==> src/rtl/pipeline_stall_controller_pkg.sv <==
// Shared state encodings and pipeline-control bundle for the RV32IM stall controller.
package pipeline_ctrl_pkg;

  localparam int STALL_STATE_W = 2;

  localparam logic [STALL_STATE_W-1:0] RUN      = 2'd0;
  localparam logic [STALL_STATE_W-1:0] LOAD_BUB = 2'd1;
  localparam logic [STALL_STATE_W-1:0] MULDIV   = 2'd2;
  localparam logic [STALL_STATE_W-1:0] MEMWAIT  = 2'd3;

  typedef struct packed {
    logic pc_we;
    logic if_id_we;
    logic if_id_flush;
    logic id_ex_bubble;
    logic ex_mem_we;
  } pipe_ctrl_t;

  // States in which EX is held by a multi-cycle condition and the watchdog runs.
  function automatic logic is_long_stall(input logic [STALL_STATE_W-1:0] s);
    return (s == MULDIV) || (s == MEMWAIT);
  endfunction

endpackage

==> src/rtl/pipeline_stall_controller_if.sv <==
// Hazard-request inputs and pipeline-register control outputs of the stall controller.
interface pipeline_stall_controller_if;

  logic bubble_enable;
  logic fwd_wb_rs1_in;
  logic fwd_wb_rs2_in;
  logic branch_taken;
  logic muldiv_start;
  logic muldiv_done;
  logic dmem_busy;

  logic pc_write_en;
  logic if_id_write_en;
  logic if_id_flush;
  logic id_ex_bubble;
  logic ex_mem_write_en;
  logic fwd_wb_rs1;
  logic fwd_wb_rs2;

  modport master (
    output bubble_enable, fwd_wb_rs1_in, fwd_wb_rs2_in, branch_taken,
           muldiv_start, muldiv_done, dmem_busy,
    input  pc_write_en, if_id_write_en, if_id_flush, id_ex_bubble,
           ex_mem_write_en, fwd_wb_rs1, fwd_wb_rs2
  );

  modport slave (
    input  bubble_enable, fwd_wb_rs1_in, fwd_wb_rs2_in, branch_taken,
           muldiv_start, muldiv_done, dmem_busy,
    output pc_write_en, if_id_write_en, if_id_flush, id_ex_bubble,
           ex_mem_write_en, fwd_wb_rs1, fwd_wb_rs2
  );

endinterface

==> src/rtl/pipeline_stall_controller_sat_counter.sv <==
// Up-counter that sticks at all-ones; clear takes priority over enable.
module sat_counter #(
  parameter int W = 16
) (
  input  logic         clk,
  input  logic         reset,
  input  logic         enable,
  input  logic         clear,
  output logic [W-1:0] count
);

  always_ff @(posedge clk or negedge reset) begin
    if (!reset) begin
      count <= '0;
    end else if (clear) begin
      count <= '0;
    end else if (enable && !(&count)) begin
      count <= count + 1'b1;
    end
  end

endmodule

==> src/rtl/pipeline_stall_controller.sv <==
// Stall/flush controller: turns hazard and multi-cycle wait requests into
// pipeline-register enables, IF/ID flush, ID/EX bubble and aligned WB forwards.
module pipeline_stall_controller
  import pipeline_ctrl_pkg::*;
#(
  parameter int STALL_CNT_W     = 16,
  parameter int WATCHDOG_CYCLES = 64
) (
  input  logic                     clk,
  input  logic                     reset,
  pipeline_stall_controller_if.slave hz,
  output logic [STALL_STATE_W-1:0] stall_state,
  output logic [STALL_CNT_W-1:0]   stall_cycle_count,
  output logic                     watchdog_err
);

  localparam int WD_W = $clog2(WATCHDOG_CYCLES + 1);

  logic [STALL_STATE_W-1:0] state;
  logic [STALL_STATE_W-1:0] state_next;
  logic                     bubble_accept;
  logic                     branch_squash;
  logic                     fwd_release;
  logic                     fwd_pend;
  logic                     cap_rs1;
  logic                     cap_rs2;
  logic                     fwd_rs1_q;
  logic                     fwd_rs2_q;
  logic                     wd_enable;
  logic                     wd_clear;
  logic [WD_W-1:0]          wd_count;
  pipe_ctrl_t               ctrl;

  // Priority dmem_busy > muldiv_start > branch_taken > bubble_enable.
  always_comb begin
    state_next    = state;
    bubble_accept = 1'b0;
    branch_squash = 1'b0;
    case (state)
      RUN: begin
        if (hz.dmem_busy) begin
          state_next = MEMWAIT;
        end else if (hz.muldiv_start) begin
          state_next = MULDIV;
        end else if (hz.branch_taken) begin
          branch_squash = 1'b1;
        end else if (hz.bubble_enable) begin
          state_next    = LOAD_BUB;
          bubble_accept = 1'b1;
        end
      end
      LOAD_BUB: state_next = hz.dmem_busy ? MEMWAIT : RUN;
      MULDIV: begin
        if (hz.muldiv_done) begin
          state_next = hz.dmem_busy ? MEMWAIT : RUN;
        end
      end
      default: begin
        if (!hz.dmem_busy) begin
          state_next = RUN;
        end
      end
    endcase
  end

  // Redirect is only honoured in RUN; while EX is held it replays later.
  always_comb begin
    ctrl = '{pc_we: 1'b1, if_id_we: 1'b1, if_id_flush: 1'b0,
             id_ex_bubble: 1'b0, ex_mem_we: 1'b1};
    case (state)
      RUN: begin
        if (hz.branch_taken && reset) begin
          ctrl.if_id_flush  = 1'b1;
          ctrl.id_ex_bubble = 1'b1;
        end
      end
      LOAD_BUB: begin
        ctrl.pc_we        = 1'b0;
        ctrl.if_id_we     = 1'b0;
        ctrl.id_ex_bubble = 1'b1;
      end
      MULDIV: begin
        ctrl.pc_we     = 1'b0;
        ctrl.if_id_we  = 1'b0;
        ctrl.ex_mem_we = 1'b0;
      end
      default: begin
        ctrl.pc_we     = 1'b0;
        ctrl.if_id_we  = 1'b0;
        ctrl.ex_mem_we = 1'b0;
      end
    endcase
  end

  // Captured forwards survive a memory wait and surface for the first RUN cycle only.
  assign fwd_release = (state != RUN) && (state_next == RUN) && fwd_pend;
  assign wd_enable   = is_long_stall(state);
  assign wd_clear    = is_long_stall(state_next) && (state_next != state);

  always_ff @(posedge clk or negedge reset) begin
    if (!reset) begin
      state        <= RUN;
      fwd_pend     <= 1'b0;
      cap_rs1      <= 1'b0;
      cap_rs2      <= 1'b0;
      fwd_rs1_q    <= 1'b0;
      fwd_rs2_q    <= 1'b0;
      watchdog_err <= 1'b0;
    end else begin
      state <= state_next;
      if (bubble_accept) begin
        cap_rs1  <= hz.fwd_wb_rs1_in;
        cap_rs2  <= hz.fwd_wb_rs2_in;
        fwd_pend <= 1'b1;
      end else if (branch_squash) begin
        cap_rs1  <= 1'b0;
        cap_rs2  <= 1'b0;
        fwd_pend <= 1'b0;
      end else if (fwd_release) begin
        fwd_pend <= 1'b0;
      end
      fwd_rs1_q <= fwd_release & cap_rs1;
      fwd_rs2_q <= fwd_release & cap_rs2;
      if (wd_enable && (wd_count == WD_W'(WATCHDOG_CYCLES - 1))) begin
        watchdog_err <= 1'b1;
      end
    end
  end

  sat_counter #(.W(STALL_CNT_W)) u_stall_cnt (
    .clk    (clk),
    .reset  (reset),
    .enable (~ctrl.pc_we),
    .clear  (1'b0),
    .count  (stall_cycle_count)
  );

  sat_counter #(.W(WD_W)) u_wd_cnt (
    .clk    (clk),
    .reset  (reset),
    .enable (wd_enable),
    .clear  (wd_clear),
    .count  (wd_count)
  );

  assign hz.pc_write_en     = ctrl.pc_we;
  assign hz.if_id_write_en  = ctrl.if_id_we;
  assign hz.if_id_flush     = ctrl.if_id_flush;
  assign hz.id_ex_bubble    = ctrl.id_ex_bubble;
  assign hz.ex_mem_write_en = ctrl.ex_mem_we;
  assign hz.fwd_wb_rs1      = fwd_rs1_q;
  assign hz.fwd_wb_rs2      = fwd_rs2_q;
  assign stall_state        = state;

endmodule

==> src/flat_wrapper.sv <==
// flat-port wrapper written by rule: the top's interface ports become plain ports
module pipeline_stall_controller_flat import pipeline_ctrl_pkg::*;
#(
  parameter int STALL_CNT_W     = 16,
  parameter int WATCHDOG_CYCLES = 64
)
  (clk, reset, stall_state, stall_cycle_count, watchdog_err, hz_bubble_enable, hz_fwd_wb_rs1_in, hz_fwd_wb_rs2_in, hz_branch_taken, hz_muldiv_start, hz_muldiv_done, hz_dmem_busy, hz_pc_write_en, hz_if_id_write_en, hz_if_id_flush, hz_id_ex_bubble, hz_ex_mem_write_en, hz_fwd_wb_rs1, hz_fwd_wb_rs2);
  pipeline_stall_controller_if hz_i ();
  input  logic clk;
  input  logic reset;
  output logic [STALL_STATE_W-1:0] stall_state;
  output logic [STALL_CNT_W-1:0] stall_cycle_count;
  output logic watchdog_err;
  input wire logic [$bits(hz_i.bubble_enable)-1:0] hz_bubble_enable;
  input wire logic [$bits(hz_i.fwd_wb_rs1_in)-1:0] hz_fwd_wb_rs1_in;
  input wire logic [$bits(hz_i.fwd_wb_rs2_in)-1:0] hz_fwd_wb_rs2_in;
  input wire logic [$bits(hz_i.branch_taken)-1:0] hz_branch_taken;
  input wire logic [$bits(hz_i.muldiv_start)-1:0] hz_muldiv_start;
  input wire logic [$bits(hz_i.muldiv_done)-1:0] hz_muldiv_done;
  input wire logic [$bits(hz_i.dmem_busy)-1:0] hz_dmem_busy;
  output wire logic [$bits(hz_i.pc_write_en)-1:0] hz_pc_write_en;
  output wire logic [$bits(hz_i.if_id_write_en)-1:0] hz_if_id_write_en;
  output wire logic [$bits(hz_i.if_id_flush)-1:0] hz_if_id_flush;
  output wire logic [$bits(hz_i.id_ex_bubble)-1:0] hz_id_ex_bubble;
  output wire logic [$bits(hz_i.ex_mem_write_en)-1:0] hz_ex_mem_write_en;
  output wire logic [$bits(hz_i.fwd_wb_rs1)-1:0] hz_fwd_wb_rs1;
  output wire logic [$bits(hz_i.fwd_wb_rs2)-1:0] hz_fwd_wb_rs2;
  assign hz_i.bubble_enable = hz_bubble_enable;
  assign hz_i.fwd_wb_rs1_in = hz_fwd_wb_rs1_in;
  assign hz_i.fwd_wb_rs2_in = hz_fwd_wb_rs2_in;
  assign hz_i.branch_taken = hz_branch_taken;
  assign hz_i.muldiv_start = hz_muldiv_start;
  assign hz_i.muldiv_done = hz_muldiv_done;
  assign hz_i.dmem_busy = hz_dmem_busy;
  assign hz_pc_write_en = hz_i.pc_write_en;
  assign hz_if_id_write_en = hz_i.if_id_write_en;
  assign hz_if_id_flush = hz_i.if_id_flush;
  assign hz_id_ex_bubble = hz_i.id_ex_bubble;
  assign hz_ex_mem_write_en = hz_i.ex_mem_write_en;
  assign hz_fwd_wb_rs1 = hz_i.fwd_wb_rs1;
  assign hz_fwd_wb_rs2 = hz_i.fwd_wb_rs2;
  pipeline_stall_controller #(.STALL_CNT_W(STALL_CNT_W), .WATCHDOG_CYCLES(WATCHDOG_CYCLES)) u_core (.clk(clk), .reset(reset), .hz(hz_i), .stall_state(stall_state), .stall_cycle_count(stall_cycle_count), .watchdog_err(watchdog_err));
endmodule
==> config.mk <==
export PLATFORM = sky130hd
export DESIGN_NAME = pipeline_stall_controller_flat
export DESIGN_NICKNAME = d
export VERILOG_FILES = /design/src/rtl/pipeline_stall_controller_pkg.sv /design/src/rtl/pipeline_stall_controller_if.sv /design/src/rtl/pipeline_stall_controller_sat_counter.sv /design/src/rtl/pipeline_stall_controller.sv /design/src/flat_wrapper.sv
export SDC_FILE = /design/constraint.sdc
export NUM_CORES = 1
export LEC_CHECK = 0
export CAP_MARGIN = 5
export CORE_MARGIN = 1
export CORE_UTILIZATION = 30
export CTS_BUF_LIST = sky130_fd_sc_hd__clkbuf_4 sky130_fd_sc_hd__clkbuf_8 sky130_fd_sc_hd__clkbuf_16
export DETAILED_ROUTE_END_ITERATION = 7
export PLACE_DENSITY = 0.5
export SYNTH_ARGS = -nofsm -noshare
export SYNTH_HDL_FRONTEND = slang
export SYNTH_SLANG_ARGS = --single-unit
==> constraint.sdc <==
create_clock -name clk -period 1.8 [get_ports clk]
set_input_delay 0.18 -clock clk [delete_from_list [all_inputs] [get_ports clk]]
set_output_delay 0.18 -clock clk [all_outputs]
set_load 0.1 [all_outputs]
==> flow_metrics.tcl <==
set metrics [dict create \
    status "finished clean" \
    worstPathMaxFanout 9 \
    seq_power_share_pct 34.6 \
    port_buffers 34 \
    yosysTopAreaCell "dfrtp_1" \
    ctsHoldBuffers 0 \
    avgSynthCellArea_sq_um 10.32 \
    syn_area_sq_um 1558 \
    timing.rr.start "u_core.u_stall_cnt.count[0]" \
    cp-end-kind "output port" \
    wire_per_inst_um 13.75 \
    ys_seq_area_share_pct 49.80 \
    synth_nets 162 \
    die-area_sq_um 5485 \
    setup_violations 0 \
    row_count 25 \
    drive_gt1_share_pct 37.56 \
    clock_power_share_pct 18.7 \
    cellLeakagePower_nw 0.9488 \
    crit_end "hz_if_id_flush" \
    clock_latency_ps 280 \
    arrival_ps 1560 \
    drv_slew 0 \
    firstDrtPassIters 4 \
    gp_congestion 0.8285 \
    finalPower_mw 2.981 \
    ioPinCount 35 \
    drtIter0Drc 57 \
    clk_pin_slew_worst_paths_ps 70 \
    worst_slack_ps 59.43 \
    grt_max_degree 19 \
    clockRootBuffer "clkbuf_8" \
    worst_pin_slew_ps 353.6 \
    p_switching_mw 1.444 \
    area_growth_pct 40.72 \
    clock_skew_ps 7.706 \
    antenna_found_initial 0 \
    grt_first_pass_wirelength_mm 6.161 \
    synth_top_area_share_pct 49.80 \
    initial_utilization_pct 32.13 \
    critPathKind "flop to output port" \
    post_synth_num_cell_types 45 \
    comb_power_share_pct 46.7 \
    die_w_um 74.06 \
    track_usage_pct 15.04 \
    wl_mm 3.630 \
    grt_pass1_vias 1344 \
    final_area_sq_um 2192 \
    vias 1307 \
    cts_tree "yes" \
    core_area_sq_um 4848 \
    finalHoldViolations 0 \
    max_freq_mhz 574.5 \
    slew_headroom_pct 76.30 \
    syn_inst 151 \
    cap_violations 0 \
    htreeDepth 2 \
    grt_remaining_overflow 0 \
    die_h_um 74.06 \
    r2r_cells 5 \
    hp-class "primary input to async pin" \
    dp_hpwl_mm 2.723 \
    cts_max_path_buffers 2 \
    r2r_slack_ps 120 \
    ys_top_cells_by_area "dfrtp_1 50%, xor2_1 4.5%, nand3_1 2.6%, nand4_1 2.4%, nor2_1 2.4%" \
    rsz0062_at_grt "no" \
    peakVddDrop_mv 0.5565 \
    n_antenna_cell 0 \
    cellPowerDensity_nw_per_um2 1360 \
    crit_start "u_core.stall_state[0]" \
    drc 0 \
    viasPerCell 4.951 \
    timing.rr.end "u_core.u_stall_cnt.count[1]" \
    internal_power_mw 1.537 \
    dp_slack_ps 136.7 \
    cp.required_ps 1620 \
    swShare_pct 48.44 \
    cts.sinks 31 \
    period_share_pct 96.70 \
    ant_nets 0 \
    numCtsBuffers 5 \
    dpl-instance-area_sq_um 2086 \
    fin_nets 207 \
    period_minus_slack_ps 1741 \
    critPathLaunchType "flop" \
    ys_ff_latch 31 \
    ys_warn_count 0 \
]
-- Yosys cell counts, drive strengths merged --
master / count
nor4: 1
or2: 1
nand4: 7
xor2: 8
inv: 8
o211ai: 1
a211oi: 2
nor2b: 1
and4: 2
nand2: 9
dfrtp: 31
or3: 1
nand4b: 1
mux2: 4
o21a: 2
buf: 2
nor2: 12
o21ai: 7
a31oi: 5
and3: 4
nand3: 9
xnor2: 3
o22ai: 3
nor3b: 3
ha: 2
mux2i: 1
o31ai: 1
o21bai: 1
a21o: 1
a21oi: 7
nor4b: 1
o311ai: 1
nor3: 5
and2: 2
a22oi: 1
a41oi: 1
-- metal layers --
metal | track usage, % | wire (um)
met4 | 6.197 | 29
met3 | 4.607 | 158
met5 | 0 | 0
met1 | 18.15 | 1613
met2 | 24.95 | 1829
-- metrics by stage --
step | utilization [%] | TNS (ps) | std cells | hold slack [ps]
2_1_floorplan | - | -17.47 | 151 | -115.6
3_3_place_gp | 43.02 | 0 | 254 | 462.5
3_5_place_dp | 43.02 | 0 | 254 | 468.3
4_1_cts | 44.85 | 0 | 262 | 429.9
5_1_grt | 45.21 | 0 | 264 | 440.5
6_report | 45.21 | 0 | 264 | 399.1
-- critical path: stages (launching register included) --
cell and delay, ps:
dfrtp_4 530, or2_4 280, inv_6 110, and3_4 200, buf_12 170
-- power by group through the flow --
| stage | clock, mW | combinational, mW | sequential [mW] |
|---|---|---|---|
| final | 0.558 | 1.39 | 1.03 |
| after global routing | 0.607 | 1.46 | 1.06 |
| after CTS | 0.580 | 1.40 | 1.03 |
| after detailed placement | 0 | 1.40 | 1.04 |
| after global placement | 0 | 1.38 | 1.03 |
| after floorplan | 0 | 0.383 | 1.69 |
-- cell usage in the layout, fill, tap and decap left out, drive strengths merged, types with 2 or more instances in the layout --
cell / n
xnor2: 3
and3: 4
inv: 7
xor2: 8
nor3: 5
a211oi: 2
mux2: 4
o21ai: 7
nand4: 7
nor2: 12
clkbuf: 7
o22ai: 3
nand2: 9
nor3b: 3
a21oi: 7
and4: 2
dfrtp: 31
clkdlybuf4s50: 8
and2: 2
ha: 2
nand3: 9
o21a: 2
a31oi: 5
buf: 32
-- kinds of logic after synthesis --
kind of cell | synth area share (%)
multiplexers | 3.775
adder cells (fa/ha/maj) | 1.606
AND/OR/NAND/NOR | 22.73
AO/OA/AOI/OAI | 13.17
buffers and inverters | 2.731
XOR/XNOR | 6.185
flip-flops | 49.80
-- registers in the layout, indices dropped and copies added, names as in the netlist --
register	cells
u_core.watchdog_err	1
u_core.hz.fwd_wb_rs2	1
u_core.cap_rs2	1
u_core.u_stall_cnt.count	16
u_core.stall_state	2
u_core.hz.fwd_wb_rs1	1
u_core.fwd_pend	1
u_core.u_wd_cnt.count	7
u_core.cap_rs1	1
-- final cells by class --
cell class	count	area [sq um]
Multi-Input combinational cell	110	757.0
Timing Repair Buffer	40	407.9
Inverter	8	38.79
Sequential cell	31	815.8
Tap cell	67	83.83
Clock inverter	1	5.005
Clock buffer	7	83.83
Fill cell	490	2656
-- how the worst min path moves through the flow --
stage / from / endpoint / slack, ps / cells past startpoint
final: reset / u_core.u_stall_cnt.count[10] / 400 / 2
after global routing: reset / u_core.u_stall_cnt.count[9] / 440 / 2
after CTS: reset / u_core.u_stall_cnt.count[10] / 430 / 2
after detailed placement: u_core.cap_rs2 / u_core.hz.fwd_wb_rs2 / 470 / 1
after global placement: u_core.watchdog_err / u_core.watchdog_err / 460 / 1
after floorplan: reset / u_core.cap_rs1 / -120 / 0
-- repair_timing --
item,CTS,global route
resized for setup,0,1
buffers inserted,0,2
endpoints found under the setup margin,0,1
(Power assumes the default switching activity.)
